==> src/rtl/atm_session_if.sv <==
// ATM session controller bus: front-end (card reader, keypad, account loader)
// to controller, and controller to cash dispenser / printer / status.
// timeout_flag exists only when ATM_TIMEOUT_EN is defined.
interface atm_session_if #(
  parameter int PIN_W = 16,
  parameter int AMT_W = 16
);
  // front end -> controller
  logic             card_inserted;
  logic             acct_load;
  logic [PIN_W-1:0] pin_ref;
  logic [AMT_W-1:0] bal_in;
  logic             pin_valid;
  logic [PIN_W-1:0] pin_entry;
  logic             wd_req;
  logic [AMT_W-1:0] wd_amt;
  logic             receipt_req;
  logic             exit_req;
  // controller -> drivers / status
  logic             card_accepted;
  logic             pin_ok;
  logic             dispense_cash;
  logic [AMT_W-1:0] dispense_amt;
  logic             insufficient_funds;
  logic             print_receipt;
  logic             eject_card;
  logic             card_retained;
  logic [AMT_W-1:0] balance;
  logic [2:0]       tries_left;
  logic [2:0]       state_out;
`ifdef ATM_TIMEOUT_EN
  logic             timeout_flag;
`endif

  modport master (
`ifdef ATM_TIMEOUT_EN
    input  timeout_flag,
`endif
    output card_inserted, acct_load, pin_ref, bal_in, pin_valid, pin_entry,
           wd_req, wd_amt, receipt_req, exit_req,
    input  card_accepted, pin_ok, dispense_cash, dispense_amt,
           insufficient_funds, print_receipt, eject_card, card_retained,
           balance, tries_left, state_out
  );

  modport slave (
`ifdef ATM_TIMEOUT_EN
    output timeout_flag,
`endif
    input  card_inserted, acct_load, pin_ref, bal_in, pin_valid, pin_entry,
           wd_req, wd_amt, receipt_req, exit_req,
    output card_accepted, pin_ok, dispense_cash, dispense_amt,
           insufficient_funds, print_receipt, eject_card, card_retained,
           balance, tries_left, state_out
  );
endinterface

==> src/rtl/atm_session_ctrl.sv <==
// ATM session controller: card acceptance, PIN check with bounded retries and
// card retention, balance-checked withdrawal, optional receipt, card eject.
// Optional feature macro: ATM_TIMEOUT_EN (inactivity timeout + timeout_flag).
// All outputs are registered; state_out is the state register itself.
module atm_session_ctrl #(
  parameter int PIN_W       = 16,
  parameter int AMT_W       = 16,
  parameter int MAX_TRIES   = 3,
  parameter int TIMEOUT_CYC = 1000
) (
  input  logic        clk,
  input  logic        reset,
  atm_session_if.slave bus
);

  typedef enum logic [2:0] {
    ST_IDLE    = 3'd0,
    ST_PIN     = 3'd1,
    ST_TXN     = 3'd2,
    ST_RECEIPT = 3'd3,
    ST_EJECT   = 3'd4,
    ST_RETAIN  = 3'd5
  } state_t;

  state_t           state_q, state_d;
  logic [PIN_W-1:0] pin_ref_q, pin_ref_d;
  logic [AMT_W-1:0] balance_q, balance_d;
  logic [2:0]       tries_q, tries_d;
  logic             retained_q, retained_d;
  logic             dispense_q, dispense_d;
  logic [AMT_W-1:0] disp_amt_q, disp_amt_d;
  logic             insuff_q, insuff_d;
  logic             print_q, print_d;
  logic             eject_q, eject_d;
  logic             accepted_q, accepted_d;
  logic             pin_ok_q, pin_ok_d;

  logic card_pull, pin_match, wd_fits, wd_over;
  assign card_pull = !bus.card_inserted;
  assign pin_match = (bus.pin_entry == pin_ref_q);
  // Unsigned full-width compare; the guard makes the debit underflow-free.
  assign wd_fits   = (bus.wd_amt != '0) && (bus.wd_amt <= balance_q);
  assign wd_over   = (bus.wd_amt > balance_q);

  logic timeout_hit;
`ifdef ATM_TIMEOUT_EN
  localparam int TO_W = $clog2(TIMEOUT_CYC + 1);
  logic [TO_W-1:0] idle_cnt_q;
  logic            timeout_q;
  logic            activity, in_session;
  assign activity    = bus.pin_valid | bus.wd_req | bus.receipt_req | bus.exit_req;
  assign in_session  = (state_q == ST_PIN) || (state_q == ST_TXN) || (state_q == ST_RECEIPT);
  assign timeout_hit = in_session && !activity && (idle_cnt_q == TO_W'(TIMEOUT_CYC - 1));
`else
  assign timeout_hit = 1'b0;
`endif

  // State register.
  always_ff @(posedge clk or posedge reset) begin
    // NOTE: sequential state uses non-blocking assignments so every register
    // samples pre-edge values regardless of statement order.
    if (reset) state_q <= ST_IDLE;
    else       state_q <= state_d;
  end

  // Next-state logic; priority is card pull > exit > timeout > pin/withdraw.
  always_comb begin
    // NOTE: default first so no path through the case leaves state_d unassigned
    // (which would infer a latch).
    state_d = state_q;
    unique case (state_q)
      ST_IDLE:    if (bus.card_inserted && !retained_q) state_d = ST_PIN;
      ST_PIN: begin
        if (card_pull)                state_d = ST_IDLE;
        else if (bus.exit_req)        state_d = ST_EJECT;
        else if (timeout_hit)         state_d = ST_EJECT;
        else if (bus.pin_valid) begin
          if (pin_match)              state_d = ST_TXN;
          else if (tries_q <= 3'd1)   state_d = ST_RETAIN;
        end
      end
      ST_TXN: begin
        if (card_pull)                  state_d = ST_IDLE;
        else if (bus.exit_req)          state_d = ST_EJECT;
        else if (timeout_hit)           state_d = ST_EJECT;
        else if (bus.wd_req && wd_fits) state_d = ST_RECEIPT;
      end
      ST_RECEIPT: begin
        if (card_pull)                                state_d = ST_IDLE;
        else if (bus.receipt_req || bus.exit_req)     state_d = ST_EJECT;
        else if (timeout_hit)                         state_d = ST_EJECT;
      end
      ST_EJECT:   if (card_pull) state_d = ST_IDLE;
      ST_RETAIN:  state_d = ST_IDLE;
      default:    state_d = ST_IDLE;
    endcase
  end

  // Output and datapath next values, registered below.
  always_comb begin
    pin_ref_d  = pin_ref_q;
    balance_d  = balance_q;
    tries_d    = tries_q;
    retained_d = retained_q;
    dispense_d = 1'b0;
    disp_amt_d = '0;
    insuff_d   = 1'b0;
    print_d    = 1'b0;
    unique case (state_q)
      ST_IDLE: begin
        if (bus.acct_load) begin
          pin_ref_d  = bus.pin_ref;
          balance_d  = bus.bal_in;
          retained_d = 1'b0;
        end
        if (bus.card_inserted && !retained_q) tries_d = 3'(MAX_TRIES);
      end
      ST_PIN:
        if (!card_pull && !bus.exit_req && bus.pin_valid && !pin_match)
          tries_d = tries_q - 3'd1;
      ST_TXN:
        if (!card_pull && !bus.exit_req && bus.wd_req) begin
          if (wd_fits) begin
            balance_d  = balance_q - bus.wd_amt;
            dispense_d = 1'b1;
            disp_amt_d = bus.wd_amt;
          end else if (wd_over) begin
            insuff_d = 1'b1;
          end
        end
      ST_RECEIPT:
        if (!card_pull && bus.receipt_req) print_d = 1'b1;
      default: ;
    endcase
    if (state_d == ST_RETAIN) retained_d = 1'b1;
    eject_d    = (state_d == ST_EJECT) && (state_q != ST_EJECT);
    accepted_d = (state_d == ST_PIN) || (state_d == ST_TXN) ||
                 (state_d == ST_RECEIPT) || (state_d == ST_EJECT);
    pin_ok_d   = (state_d == ST_TXN) || (state_d == ST_RECEIPT);
  end

  // Registered outputs and account datapath.
  always_ff @(posedge clk or posedge reset) begin
    if (reset) begin
      pin_ref_q  <= '0;
      balance_q  <= '0;
      tries_q    <= 3'(MAX_TRIES);
      retained_q <= 1'b0;
      dispense_q <= 1'b0;
      disp_amt_q <= '0;
      insuff_q   <= 1'b0;
      print_q    <= 1'b0;
      eject_q    <= 1'b0;
      accepted_q <= 1'b0;
      pin_ok_q   <= 1'b0;
    end else begin
      pin_ref_q  <= pin_ref_d;
      balance_q  <= balance_d;
      tries_q    <= tries_d;
      retained_q <= retained_d;
      dispense_q <= dispense_d;
      disp_amt_q <= disp_amt_d;
      insuff_q   <= insuff_d;
      print_q    <= print_d;
      eject_q    <= eject_d;
      accepted_q <= accepted_d;
      pin_ok_q   <= pin_ok_d;
    end
  end

`ifdef ATM_TIMEOUT_EN
  // Inactivity counter: restarts on any state change or keypad/request activity.
  always_ff @(posedge clk or posedge reset) begin
    if (reset) begin
      idle_cnt_q <= '0;
      timeout_q  <= 1'b0;
    end else begin
      timeout_q <= timeout_hit && bus.card_inserted;
      if (!in_session || activity || (state_d != state_q)) idle_cnt_q <= '0;
      else                                                 idle_cnt_q <= idle_cnt_q + 1'b1;
    end
  end
  assign bus.timeout_flag = timeout_q;
`endif

  assign bus.card_accepted      = accepted_q;
  assign bus.pin_ok             = pin_ok_q;
  assign bus.dispense_cash      = dispense_q;
  assign bus.dispense_amt       = disp_amt_q;
  assign bus.insufficient_funds = insuff_q;
  assign bus.print_receipt      = print_q;
  assign bus.eject_card         = eject_q;
  assign bus.card_retained      = retained_q;
  assign bus.balance            = balance_q;
  assign bus.tries_left         = tries_q;
  assign bus.state_out          = state_q;

endmodule

==> src/flat_wrapper.sv <==
// flat-port wrapper written by rule: the top's interface ports become plain ports
module atm_session_ctrl_flat 
#(
  parameter int PIN_W       = 16,
  parameter int AMT_W       = 16,
  parameter int MAX_TRIES   = 3,
  parameter int TIMEOUT_CYC = 1000
)
  (clk, reset, bus_card_inserted, bus_acct_load, bus_pin_ref, bus_bal_in, bus_pin_valid, bus_pin_entry, bus_wd_req, bus_wd_amt, bus_receipt_req, bus_exit_req, bus_card_accepted, bus_pin_ok, bus_dispense_cash, bus_dispense_amt, bus_insufficient_funds, bus_print_receipt, bus_eject_card, bus_card_retained, bus_balance, bus_tries_left, bus_state_out);
  atm_session_if #(.PIN_W(PIN_W), .AMT_W(AMT_W)) bus_i ();
  input  logic clk;
  input  logic reset;
  input wire logic [$bits(bus_i.card_inserted)-1:0] bus_card_inserted;
  input wire logic [$bits(bus_i.acct_load)-1:0] bus_acct_load;
  input wire logic [$bits(bus_i.pin_ref)-1:0] bus_pin_ref;
  input wire logic [$bits(bus_i.bal_in)-1:0] bus_bal_in;
  input wire logic [$bits(bus_i.pin_valid)-1:0] bus_pin_valid;
  input wire logic [$bits(bus_i.pin_entry)-1:0] bus_pin_entry;
  input wire logic [$bits(bus_i.wd_req)-1:0] bus_wd_req;
  input wire logic [$bits(bus_i.wd_amt)-1:0] bus_wd_amt;
  input wire logic [$bits(bus_i.receipt_req)-1:0] bus_receipt_req;
  input wire logic [$bits(bus_i.exit_req)-1:0] bus_exit_req;
  output wire logic [$bits(bus_i.card_accepted)-1:0] bus_card_accepted;
  output wire logic [$bits(bus_i.pin_ok)-1:0] bus_pin_ok;
  output wire logic [$bits(bus_i.dispense_cash)-1:0] bus_dispense_cash;
  output wire logic [$bits(bus_i.dispense_amt)-1:0] bus_dispense_amt;
  output wire logic [$bits(bus_i.insufficient_funds)-1:0] bus_insufficient_funds;
  output wire logic [$bits(bus_i.print_receipt)-1:0] bus_print_receipt;
  output wire logic [$bits(bus_i.eject_card)-1:0] bus_eject_card;
  output wire logic [$bits(bus_i.card_retained)-1:0] bus_card_retained;
  output wire logic [$bits(bus_i.balance)-1:0] bus_balance;
  output wire logic [$bits(bus_i.tries_left)-1:0] bus_tries_left;
  output wire logic [$bits(bus_i.state_out)-1:0] bus_state_out;
  assign bus_i.card_inserted = bus_card_inserted;
  assign bus_i.acct_load = bus_acct_load;
  assign bus_i.pin_ref = bus_pin_ref;
  assign bus_i.bal_in = bus_bal_in;
  assign bus_i.pin_valid = bus_pin_valid;
  assign bus_i.pin_entry = bus_pin_entry;
  assign bus_i.wd_req = bus_wd_req;
  assign bus_i.wd_amt = bus_wd_amt;
  assign bus_i.receipt_req = bus_receipt_req;
  assign bus_i.exit_req = bus_exit_req;
  assign bus_card_accepted = bus_i.card_accepted;
  assign bus_pin_ok = bus_i.pin_ok;
  assign bus_dispense_cash = bus_i.dispense_cash;
  assign bus_dispense_amt = bus_i.dispense_amt;
  assign bus_insufficient_funds = bus_i.insufficient_funds;
  assign bus_print_receipt = bus_i.print_receipt;
  assign bus_eject_card = bus_i.eject_card;
  assign bus_card_retained = bus_i.card_retained;
  assign bus_balance = bus_i.balance;
  assign bus_tries_left = bus_i.tries_left;
  assign bus_state_out = bus_i.state_out;
  atm_session_ctrl #(.PIN_W(PIN_W), .AMT_W(AMT_W), .MAX_TRIES(MAX_TRIES), .TIMEOUT_CYC(TIMEOUT_CYC)) u_core (.clk(clk), .reset(reset), .bus(bus_i));
endmodule
==> config.mk <==
export PLATFORM = sky130hd
export DESIGN_NAME = atm_session_ctrl_flat
export DESIGN_NICKNAME = d
export VERILOG_FILES = /design/src/rtl/atm_session_if.sv /design/src/rtl/atm_session_ctrl.sv /design/src/flat_wrapper.sv
export SDC_FILE = /design/constraint.sdc
export NUM_CORES = 1
export LEC_CHECK = 0
export CAP_MARGIN = 25
export CORE_MARGIN = 2
export CORE_UTILIZATION = 35
export DETAILED_ROUTE_END_ITERATION = 16
export GPL_TIMING_DRIVEN = 0
export HOLD_SLACK_MARGIN = 0.15
export PLACE_DENSITY = 0.66
export SYNTH_ARGS = -nofsm -noshare
export SYNTH_HDL_FRONTEND = slang
export SYNTH_SLANG_ARGS = --single-unit
==> constraint.sdc <==
create_clock -name clk -period 3.2 [get_ports clk]
set_clock_uncertainty 0.15 [all_clocks]
set_input_delay 0.64 -clock clk [delete_from_list [all_inputs] [get_ports clk]]
set_output_delay 0.64 -clock clk [all_outputs]
set_load 0.03 [all_outputs]
Word-level counts from Yosys, hierarchy flattened:

Cells that the tools add are included.

* eq/ne operators: 16
* multiplexer cells: 35
* reductions and logical operators: 27
* add/sub/neg operators: 2
* $lt $le $gt $ge: 3

Operator list (number)
* 2-to-1 mux 16 bit: 6
* 2-to-1 mux 3 bit: 14
* case mux 16 bit (2 select lines): 1
* == test 16 bit: 1
* greater-than comparator 16 bit: 1
* less-or-equal comparator 16 bit: 1
* nonzero test 16 bit: 1
* subtractor 16 bit: 1
* case mux 3 bit (5 select lines): 1
* == test 3 x 2 -> 1 bit (second input constant): 4
* 2-to-1 mux 1 bit: 12
* == test 3 bit (second input constant): 3
* logical AND 1 bit: 9
* != test 2 x 1 -> 1 bit (second input constant): 4
* nonzero test 2 bit: 4
* == test 3 x 1 -> 1 bit (second input constant): 2
* case mux 3 bit (2 select lines): 1
* logical OR 1 bit: 5
* AND reduction 2 bit: 2
* AND reduction 4 bit: 1
* less-or-equal comparator 3 x 1 -> 1 bit (second input constant): 1
* zero test 1 bit: 3
* zero test 3 bit: 1
* != test 3 bit (second input constant): 1
* 3 further kinds: 3

* word-level logic and storage cells: 95
* register bits: 61
* input port bits: 72
* output and inout port bits: 45

Logic depth before layout (Yosys ltp):

Gate-level depths: netlist of the first run.

* depth in word-level cells: 11
* gate-level depth with buffers: 11
* gate-level depth less buffers: 10

Least setup slack after synthesis of the first run:

OpenSTA, ideal clock, no wires.

* path kind: input port to flip-flop
* start point: in bus_wd_amt[0]
* end point: reg u_core.balance_q[14], in the netlist u_core.bus.balance[14]
* stages: 9
* arrival time: 2.442 ns
* path slack: 0.526 ns
* buffers on the path: 0
* setup time: 0.083 ns
* required time: 2.967 ns
* cell sequence: ha_1 -> fa_1 -> nand2b_1 -> a211oi_1 -> nor3_1 -> a22oi_1 -> mux2i_1 -> mux2i_1 -> o21ai_0

* word-level cells in the longest chain between the ends: 4

Ends and longest elaborated chain
* start, declared: RTL line flat_wrapper.sv:20 `input wire logic [$bits(bus_i.wd_amt)-1:0] bus_wd_amt;`
* subtractor 16 bit, or another cell as far along: RTL line atm_session_ctrl.sv:124 `balance_d = balance_q - bus.wd_amt;`
* 2-to-1 mux 16 bit or logical AND 1 bit (tied branches): RTL line atm_session_ctrl.sv:123, atm_session_ctrl.sv:42
* 2-to-1 mux 16 bit or != test 2 x 1 -> 1 bit (tied branches)
* case mux 16 bit (2 select lines) or AND reduction 4 bit (tied branches)
* end signal, assigned: RTL line atm_session_ctrl.sv:158 `balance_q <= balance_d;`
* end, declared: RTL line atm_session_ctrl.sv:27 `logic [AMT_W-1:0] balance_q, balance_d;`

Parallel ways exist; a longest one is shown, timed or not. The select of a mux whose other input is x is not followed.
A chain may end at the register's enable or synchronous reset.

Worst setup path in the final report of the first run:

* start point: in bus_wd_amt[11]
* end point: reg u_core.disp_amt_q[9], in the netlist u_core.bus.dispense_amt[9]

* word-level cells in the longest chain between the ends: 5

Ends and longest elaborated chain
* less-or-equal comparator 16 bit or nonzero test 16 bit (tied branches): RTL line atm_session_ctrl.sv:42 `assign wd_fits = (bus.wd_amt != '0) && (bus.wd_amt <= balance_q);`
* logical AND 1 bit *: RTL line atm_session_ctrl.sv:42
* 2-to-1 mux 16 bit *: RTL line atm_session_ctrl.sv:123 `if (wd_fits) begin`
* 2-to-1 mux 16 bit *: RTL line atm_session_ctrl.sv:122 `if (!card_pull && !bus.exit_req && bus.wd_req) begin`
* 2-to-1 mux 16 bit *: RTL line atm_session_ctrl.sv:109 `unique case (state_q)`
* named net u_core.disp_amt_d[9]: RTL line atm_session_ctrl.sv:31 `logic [AMT_W-1:0] disp_amt_q, disp_amt_d;`
* end signal, assigned: RTL line atm_session_ctrl.sv:162 `disp_amt_q <= disp_amt_d;`
* end, declared: RTL line atm_session_ctrl.sv:31

Mark *: on every way through the listed nets, which the timed path passes. The rest lies on a longest branch.

==> flow_summary.ini, run 1 <==
[placement]
io_buffers = 116
pre_cts_slack_ns = -0.353
dpl_cell_area_um2 = 5000
placed_cells = 624
routabilityCongestion = 0.868
hpwl_um = 8050

[clock_network]
cts_buffers = 9
post_cts_buffers = 0
clk_pin_slew_ns = 0.07
cts_resized = 0
ctsLongestPathBuffers = 2
cts_tree = yes
clkSinkCount = 61
hold_buffers = 0
cts_root_buf = clkbuf_8
clock_latency_ns = 0.34
h-tree-depth = 3

[synth]
synthMostInstantiatedCell = dfrtp_1
yosys-top-cells-area = dfrtp_1 40%, ha_1 6.2%, xnor2_1 5.3%, mux2_2 4.9%, nor2_1 3.9%
synth_common_cells = 59 x dfrtp_1, 38 x nor2_1, 25 x inv_1
synth_top_family_by_area = simple AND/OR/NAND/NOR gates
synth_seq_cells = 61
synth_compound_area_share_pct = 13.7
synthSimpleGateAreaFrac_pct = 18.2
syn-instance-count = 371
synth_cell_types = 66
yosysTopAreaCell = dfrtp_1
yosysWarnings = 0
synth_fa_ha_area_share_pct = 6.71
synth_xor_area_share_pct = 6.95
synth_nets = 462
synth_area_per_cell_um2 = 9.85
yosys_most_used_dff = dfrtp_1
yosysSeqAreaShare_pct = 41.8
synth_area_um2 = 3650
yosysTopAreaCellShare_pct = 40.4
muxShareOfSynthArea_pct = 6.85
async_flop_share_pct = 100
synth_edf_count = 0

[timing]
hold_violations = 0
worst_hold_slack_ns = 0.376
fmax_mhz = 328
slew_headroom_pct = 42.3
slew_viol_final = 0
setup_slack_ns = 0.151
fin_crit_ns = 3.05
setup_violations = 0
timing.setup.tns_ns = 0
finalCritPeriodShare_pct = 95.3
worst_pin_slew_ns = 0.858

[floorplan]
num_io_pins = 117
die_h_um = 106
fp.dieArea_um2 = 11300
core_um2 = 10200
row_count = 37
start_util_pct = 35.7
die_w_um = 106

[detailed_routing]
drcViolationCount = 0
initialDrtViolationCount = 125
ant_nets = 0
wl_per_cell_um = 16.1
drt-total-wl_um = 10300
viasPerCell = 5.06
drt_pre_antenna_iters = 4
dr_total_vias = 3240

[global_route]
grt_max_degree = 37
grt_pass1_vias = 3300
grt_overflow_total = 0
grt_pass1_wl_um = 16500
antenna_found_initial = 0
gr-usage-all-layers_pct = 18.9

[pwr]
irDropWorstVdd_mv = 0.317
p_total_mw = 4.21
p_leak_nw = 2.21
pwr_density_cell_nw_per_um2 = 804

[layout]
fin_cells = 640
finalInstanceArea_um2 = 5240
antenna_cells = 0
drive_above_1_share_pct = 13.5
finish.utilization_pct = 51.2
areaGrowthSynthToFinish_pct = 43.4
final_net_count = 590

[job]
cap_viol_max_count = 0

[worst_setup_path]
crit_path_end_kind = flip-flop
critPathRequiredTime_ns = 3.32
crit_fanout = 10
path_class = input port to flip-flop
worst_setup_path_start_kind = input port
crit_arrival_ns = 3.17

[status]
status = completed

[worst_hold_path]
hp-class = flip-flop to flip-flop
==> registers in the layout, summed over array words and instances (netlist names) <==
| name | flops |
|---|---|
| u_core.bus.state_out | 3 |
| u_core.bus.tries_left | 3 |
| u_core.bus.dispense_cash | 1 |
| u_core.bus.print_receipt | 1 |
| u_core.bus.pin_ok | 1 |
| u_core.bus.balance | 16 |
| u_core.pin_ref_q | 16 |
| u_core.bus.card_retained | 1 |
| u_core.bus.dispense_amt | 16 |
| u_core.bus.eject_card | 1 |
| u_core.bus.card_accepted | 1 |
| u_core.bus.insufficient_funds | 1 |
==> power by group <==
part | internal [mW] | total [mW] | switching [mW]
clock | 0.439 | 0.761 | 0.323
sequential | 1.01 | 1.20 | 0.184
combinational | 1.04 | 2.25 | 1.21
==> cell families after synthesis <==
kind of cell / count (synthesis)
buffers and inverters: 40
multiplexers: 23
flip-flops: 61
adder cells (fa/ha/maj): 19
AO/OA/AOI/OAI: 75
XOR/XNOR: 29
AND/OR/NAND/NOR: 124
==> final timing paths <==
path / from / endpoint / slack (ns) / cells past startpoint
setup / recovery: bus_wd_amt[11] / u_core.bus.dispense_amt[9] / 0.15 / 11
setup reg to reg: u_core.bus.balance[0] / u_core.bus.dispense_amt[9] / 0.54 / 10
min in group asynchronous: reset / u_core.pin_ref_q[12] / 0.62 / 2
max in group asynchronous: reset / u_core.bus.balance[13] / 1.67 / 3
hold / removal: u_core.bus.balance[10] / u_core.bus.balance[10] / 0.38 / 2
hold reg to reg: u_core.bus.balance[10] / u_core.bus.balance[10] / 0.38 / 2
==> critical path, cell delays in order <==
cell and delay [ns]:
clkdlybuf4s50_1 0.52, inv_1 0.08, ha_1 0.27, clkbuf_2 0.18
nand4_1 0.15, nor4_2 0.32, nor3_1 0.12, a31oi_4 0.31
inv_2 0.16, clkbuf_2 0.25, nor2_1 0.15
==> area by class of cell <==
class,count,area (µm²)
clock buffers,10,128
plain buffers,14,114
clock inverters,6,86.3
inverters,26,97.6
repair buffers,117,1180
well taps,136,170
flip-flops and latches,61,1530
multi-input cells,270,1930
fillers,981,4990
==> routing by layer <==
layer  vias up  wire length, µm  track usage, %
li1       1563                -               -
met1      1556             4540            24.9
met2       108             4950            29.9
met3        13              659            4.17
met4         0              176            7.89
met5         -                0               0
==> cell usage in the layout, fill, tap and decap left out, types with 3 or more instances in the layout <==
cell / count
clkbuf_1: 3
nand3_1: 4
nor3b_1: 4
dfrtp_1: 59
xor2_1: 7
nor4_1: 6
clkdlybuf4s50_1: 116
ha_1: 17
a211oi_1: 6
and3_1: 3
a21oi_1: 23
buf_6: 3
nor2_1: 38
o21ai_1: 3
nand2_1: 21
nor3_1: 7
mux2i_1: 7
o21ai_0: 17
nand2b_1: 8
xnor2_1: 22
mux2_2: 16
nor2b_1: 4
nand4_1: 11
clkbuf_8: 12
inv_1: 24
Power figures use the tool's default switching activity.
==> run 2, diff against run 1 <==
--- a/config.mk
+++ b/config.mk
@@ -7,11 +7,11 @@
 export LEC_CHECK = 0
 export CAP_MARGIN = 25
 export CORE_MARGIN = 2
-export CORE_UTILIZATION = 35
+export CORE_UTILIZATION = 30
 export DETAILED_ROUTE_END_ITERATION = 16
 export GPL_TIMING_DRIVEN = 0
 export HOLD_SLACK_MARGIN = 0.15
-export PLACE_DENSITY = 0.66
+export PLACE_DENSITY = 0.59
 export SYNTH_ARGS = -nofsm -noshare
 export SYNTH_HDL_FRONTEND = slang
 export SYNTH_SLANG_ARGS = --single-unit
==> run 2 against run 1 <==
Compared with the run above:
- clock power up 41%
- cell count up 2.0%
- register-to-register slack got worse by 0.03 ns
- non-clock buffer count grew 2
- combinational power rose by 2%
- die area increased by 16%
- routed wire length is 1.7% higher
- count of clock-buffer cells in the layout is 3 higher
- sequential share of layout area down 1.1 points
- via count is 1.1% lower
- critical path type unchanged
- largest cell class unchanged
==> flow_summary.ini, run 2 (synthesized netlist as in run 1, its figures left out) <==
[status]
status = completed

[layout]
layout_commonest_cell = clkdlybuf4s50_1
final_net_count = 592
final_cell_mix = 115 x clkdlybuf4s50_1, 59 x dfrtp_1, 37 x nor2_1
antenna_cells = 0
area.sequential_um2 = 1530
drive_above_1_share_pct = 15.2
multi_input_area_um2 = 1990
areaGrowthSynthToFinish_pct = 48.9
finish.utilization_pct = 45.5
nFillCells = 1133

[floorplan]
core_um2 = 12000
num_io_pins = 117
die_h_um = 114
row_count = 40
start_util_pct = 30.5
fp.dieArea_um2 = 13100
die_w_um = 114

[clock_network]
clock_latency_ns = 0.33
hold_buffers = 0
cts_tree = yes
cts_buffers = 9
ctsLongestPathBuffers = 2
h-tree-depth = 3
cts_root_buf = clkbuf_16
clkSinkCount = 61
clk_pin_slew_ns = 0.05

[worst_setup_path]
critPathRequiredTime_ns = 3.23
crit_arrival_ns = 3.17
path_class = input port to flip-flop
path_cells = clkdlybuf4s50_1 > inv_1 > ha_1 > nand4_1 > a211oi_4 > o31ai_4 > a31oi_4 > buf_4 > or3_4 > nor2_4 > o22ai_1
crit_path_max_incr_delay_ns = 0.50
crit_path_end_kind = flip-flop
slowest_stage = clkdlybuf4s50_1
worst_setup_path_start_kind = input port
cp_top_family = simple AND/OR/NAND/NOR gates
crit_fanout = 5
r2r_slack_ns = 0.51
path_buf_inv = 3

[global_route]
gr-usage-all-layers_pct = 16.2
grt_pass1_wl_um = 16200
use_met1_pct = 20.0
grtUsageMet3_pct = 3.92
grt_pass1_vias = 3204
grt_overflow_total = 0
grtUsageMet2_pct = 28.1
grt_max_degree = 32
grt-busiest-layer = met2
antenna_found_initial = 0

[detailed_routing]
dr_total_vias = 3204
ant_nets = 0
drt-total-wl_um = 10500
drcViolationCount = 0
drt_pre_antenna_iters = 4
viasPerCell = 4.91
initialDrtViolationCount = 153
wl_per_cell_um = 16.1

[pwr]
p_leak_nw = 2.29
p_clk_share_pct = 23.4
internal_power_mw = 2.81
p_total_mw = 4.57
irDropWorstVdd_mv = 0.327
switchingPower_mw = 1.76
pwr-share-comb_pct = 50.3
pwr_density_cell_nw_per_um2 = 840
power_frac_seq_pct = 26.3
sw_frac_of_total_pct = 38.6

[placement]
hpwl_um = 8140
io_buffers = 116
routabilityCongestion = 0.857

[timing]
finalCritPeriodShare_pct = 98.0
timing.setup.tns_ns = 0
hold_violations = 0
worst_pin_slew_ns = 0.793
slew_viol_final = 0
fmax_mhz = 319
setup_violations = 0
fin_crit_ns = 3.13
slew_headroom_pct = 46.6

[job]
cap_viol_max_count = 0

[worst_hold_path]
hp-class = flip-flop to flip-flop
[run 2: worst reg2reg max path: cells and delay by family (launching register included)]
family / cells / cell delay, ns
buf+inv: 1 / 0.06
fa+ha+maj: 2 / 0.59
mux: 2 / 0.32
simple gates: 2 / 0.36
compound gates: 3 / 0.79
flops: 1 / 0.33
[run 2: metrics by stage]
| stage | instance area (µm²) | setup slack, ns | hold WS (ns) | instances |
|---|---|---|---|---|
| final | 5440 | 0.0655 | 0.370 | 653 |
| after global routing | 5440 | -0.0238 | 0.398 | 653 |
| after detailed placement | 5020 | -0.490 | 0.367 | 635 |
| after floorplan | 3650 | 0.526 | 0.352 | 371 |
| after global placement | 5000 | -0.414 | 0.362 | 634 |
| after CTS | 5380 | 0.0524 | 0.382 | 653 |
[run 2: cell type report]
class,instances,area share (%)
Tap cell,147,3.38
Timing Repair Buffer,120,22.2
Buffer,13,2.05
Sequential cell,61,28.1
Multi-Input combinational cell,270,36.5
Clock inverter,3,1.24
Inverter,26,1.79
Clock buffer,13,4.78
[run 2: per-layer routing]
layer / part of all wire [%] / up-vias
li1: - / 1568
met1: 44 / 1535
met2: 50 / 90
met3: 4.8 / 11
met4: 1.0 / 0
met5: 0 / -
[run 2: repair_timing]
action,4_1_cts,5_1_grt
pin swaps,1,5
setup endpoints to repair,23,24
setup buffers,2,1
gates resized for setup,3,15
[run 2: final timing paths]
check | startpoint | end | depth (start not counted)
setup / recovery | bus_wd_amt[4] | u_core.bus.card_retained | 11
hold / removal | u_core.bus.balance[2] | u_core.bus.balance[2] | 2
setup reg to reg | u_core.bus.balance[0] | u_core.bus.balance[14] | 10
hold reg to reg | u_core.bus.balance[2] | u_core.bus.balance[2] | 2
max in group asynchronous | reset | u_core.bus.balance[6] | 3
min in group asynchronous | reset | u_core.pin_ref_q[12] | 2
[run 2: power by group through the flow]
| stage | clock [mW] | combinational, mW | sequential [mW] |
|---|---|---|---|
| 3_3_place_gp | 0 | 2.18 | 1.21 |
| 6_report | 1.07 | 2.30 | 1.20 |
| 3_5_place_dp | 0 | 2.22 | 1.22 |
| 2_1_floorplan | 0 | 1.31 | 1.44 |
| 5_1_grt | 1.12 | 2.50 | 1.24 |
| 4_1_cts | 1.09 | 2.25 | 1.20 |
==> run 3, diff against run 2 <==
--- a/config.mk
+++ b/config.mk
@@ -6,12 +6,14 @@
 export NUM_CORES = 1
 export LEC_CHECK = 0
 export CAP_MARGIN = 25
+export CORE_ASPECT_RATIO = 2
 export CORE_MARGIN = 2
 export CORE_UTILIZATION = 30
 export DETAILED_ROUTE_END_ITERATION = 16
 export GPL_TIMING_DRIVEN = 0
 export HOLD_SLACK_MARGIN = 0.15
 export PLACE_DENSITY = 0.59
+export SKIP_LAST_GASP = 1
 export SYNTH_ARGS = -nofsm -noshare
 export SYNTH_HDL_FRONTEND = slang
 export SYNTH_SLANG_ARGS = --single-unit
==> run 3 against run 2 <==
Compared with the run above:
- critical path depth fell by 1
- clock power down 9%
- sequential power about the same
- first-iteration DRC count shrank 42%
- count of clock-buffer cells in the layout shrank 1
- flip-flop and latch count unchanged
- non-clock buffer count did not move
- total power down 2.4%
- cell area shrank 0.87%
- critical endpoint unchanged
==> flow_summary.ini, run 3 (synthesized netlist as in run 1, its figures left out) <==
[status]
status = completed

[floorplan]
die_h_um = 160
die_w_um = 82.0
num_io_pins = 117
fp.dieArea_um2 = 13100
row_count = 57
start_util_pct = 30.5
core_um2 = 12000

[clock_network]
ctsLongestPathBuffers = 2
cts_tree = yes
clk_pin_slew_ns = 0.06
cts_root_buf = clkbuf_16
clkSinkCount = 61
hold_buffers = 0
clock_latency_ns = 0.33
h-tree-depth = 3
cts_buffers = 9

[layout]
drive_above_1_share_pct = 14.0
layout_commonest_cell = clkdlybuf4s50_1
antenna_cells = 0
areaGrowthSynthToFinish_pct = 47.6
fin_cells = 653
final_net_count = 592
final_cell_mix = 116 x clkdlybuf4s50_1, 59 x dfrtp_1, 38 x nor2_1

[global_route]
grt_pass1_wl_um = 15900
grt_overflow_total = 0
grt_pass1_vias = 3146
antenna_found_initial = 0
grt_max_degree = 38
gr-usage-all-layers_pct = 15.9

[timing]
worst_hold_slack_ns = 0.375
slew_viol_final = 0
timing.setup.tns_ns = 0
fmax_mhz = 324
finalCritPeriodShare_pct = 96.4
fin_crit_ns = 3.08
worst_pin_slew_ns = 0.810
hold_violations = 0
setup_slack_ns = 0.115
rsz0062_at_grt = no
setup_violations = 0
slew_headroom_pct = 45.5

[worst_setup_path]
crit_arrival_ns = 3.13
crit_path_end_kind = flip-flop
worst_setup_path_start_kind = input port
crit_fanout = 6
critPathRequiredTime_ns = 3.24
crit_path_max_incr_delay_ns = 0.50
path_cells = clkdlybuf4s50_1 > inv_1 > ha_1 > a211oi_1 > nor2_1 > o31ai_4 > a31oi_4 > or3_4 > nor2_4 > o22ai_1
slowest_stage = clkdlybuf4s50_1
cp_top_family = compound AO/OA/AOI/OAI gates
path_class = input port to flip-flop
path_buf_inv = 2

[pwr]
p_leak_nw = 2.28
p_total_mw = 4.46
pwr_density_cell_nw_per_um2 = 827
irDropWorstVdd_mv = 0.469

[detailed_routing]
drt_pre_antenna_iters = 4
wl_per_cell_um = 15.5
ant_nets = 0
viasPerCell = 4.93
dr_total_vias = 3217
initialDrtViolationCount = 88
drt-total-wl_um = 10100
drcViolationCount = 0

[worst_hold_path]
hp-class = flip-flop to flip-flop

[placement]
io_buffers = 116
routabilityCongestion = 0.864
pre_cts_slack_ns = -0.414
hpwl_um = 7920
placed_cells = 635

[job]
cap_viol_max_count = 0
## run 3: changes by cell type in the layout (fill, tap and decap cells not counted), sizes merged
cell | previous run | this run
clkinv | 0 | 3
bufinv | 2 | 1
clkbuf | 20 | 19
clkdlybuf4s50 | 115 | 116
clkinvlp | 1 | 0
dlymetal6s2s | 1 | 0
## run 3: worst paths after layout
path | start | end | slack [ns] | cells after the start
worst min register to register | u_core.pin_ref_q[6] | u_core.pin_ref_q[6] | 0.38 | 1
max in group asynchronous | reset | u_core.bus.balance[5] | 1.77 | 3
worst max register to register | u_core.bus.balance[0] | u_core.bus.balance[5] | 0.51 | 11
min in group asynchronous | reset | u_core.pin_ref_q[5] | 0.53 | 2
worst max-delay path | bus_wd_amt[5] | u_core.bus.card_retained | 0.12 | 10
worst min-delay path | u_core.pin_ref_q[6] | u_core.pin_ref_q[6] | 0.38 | 1
## run 3: through the flow
stage / area, µm² / utilization, %
after CTS: 5330 / 44.5
after global routing: 5390 / 45.0
final: 5390 / 45.0
after global placement: 5000 / 41.7
after floorplan: 3650 / -
after detailed placement: 5020 / 41.9
## run 3: power breakdown
part	internal (mW)	leakage (nW)	switching (mW)	total [mW]
Sequential	1.02	0.771	0.187	1.20
Combinational	1.07	1.36	1.21	2.28
Clock	0.623	0.147	0.351	0.974
Total	2.71	2.28	1.75	4.46
## run 3: final cells by class
| cell class | count | area, µm² |
|---|---|---|
| clock buffers | 12 | 246 |
| fillers | 1193 | 6590 |
| clock inverters | 4 | 48.8 |
| multi-input cells | 270 | 1970 |
| inverters | 26 | 97.6 |
| repair buffers | 120 | 1200 |
| well taps | 147 | 184 |
| flip-flops and latches | 61 | 1530 |
| plain buffers | 13 | 114 |
## run 3: what timing repair did
| action | in CTS | in global routing |
|---|---|---|
| pin swaps | 0 | 7 |
| resized for setup | 3 | 11 |
| buffers inserted | 0 | 3 |
| endpoints found under the setup margin | 21 | 15 |
| cloned | 0 | 0 |
## run 3: per-layer routing
metal,vias up,GRT usage (%),share of wire [%]
met2,126,24.2,45
met5,-,0,0
met1,1499,20.9,44
met3,13,6.21,9.9
met4,0,4.32,1.5
li1,1579,-,-
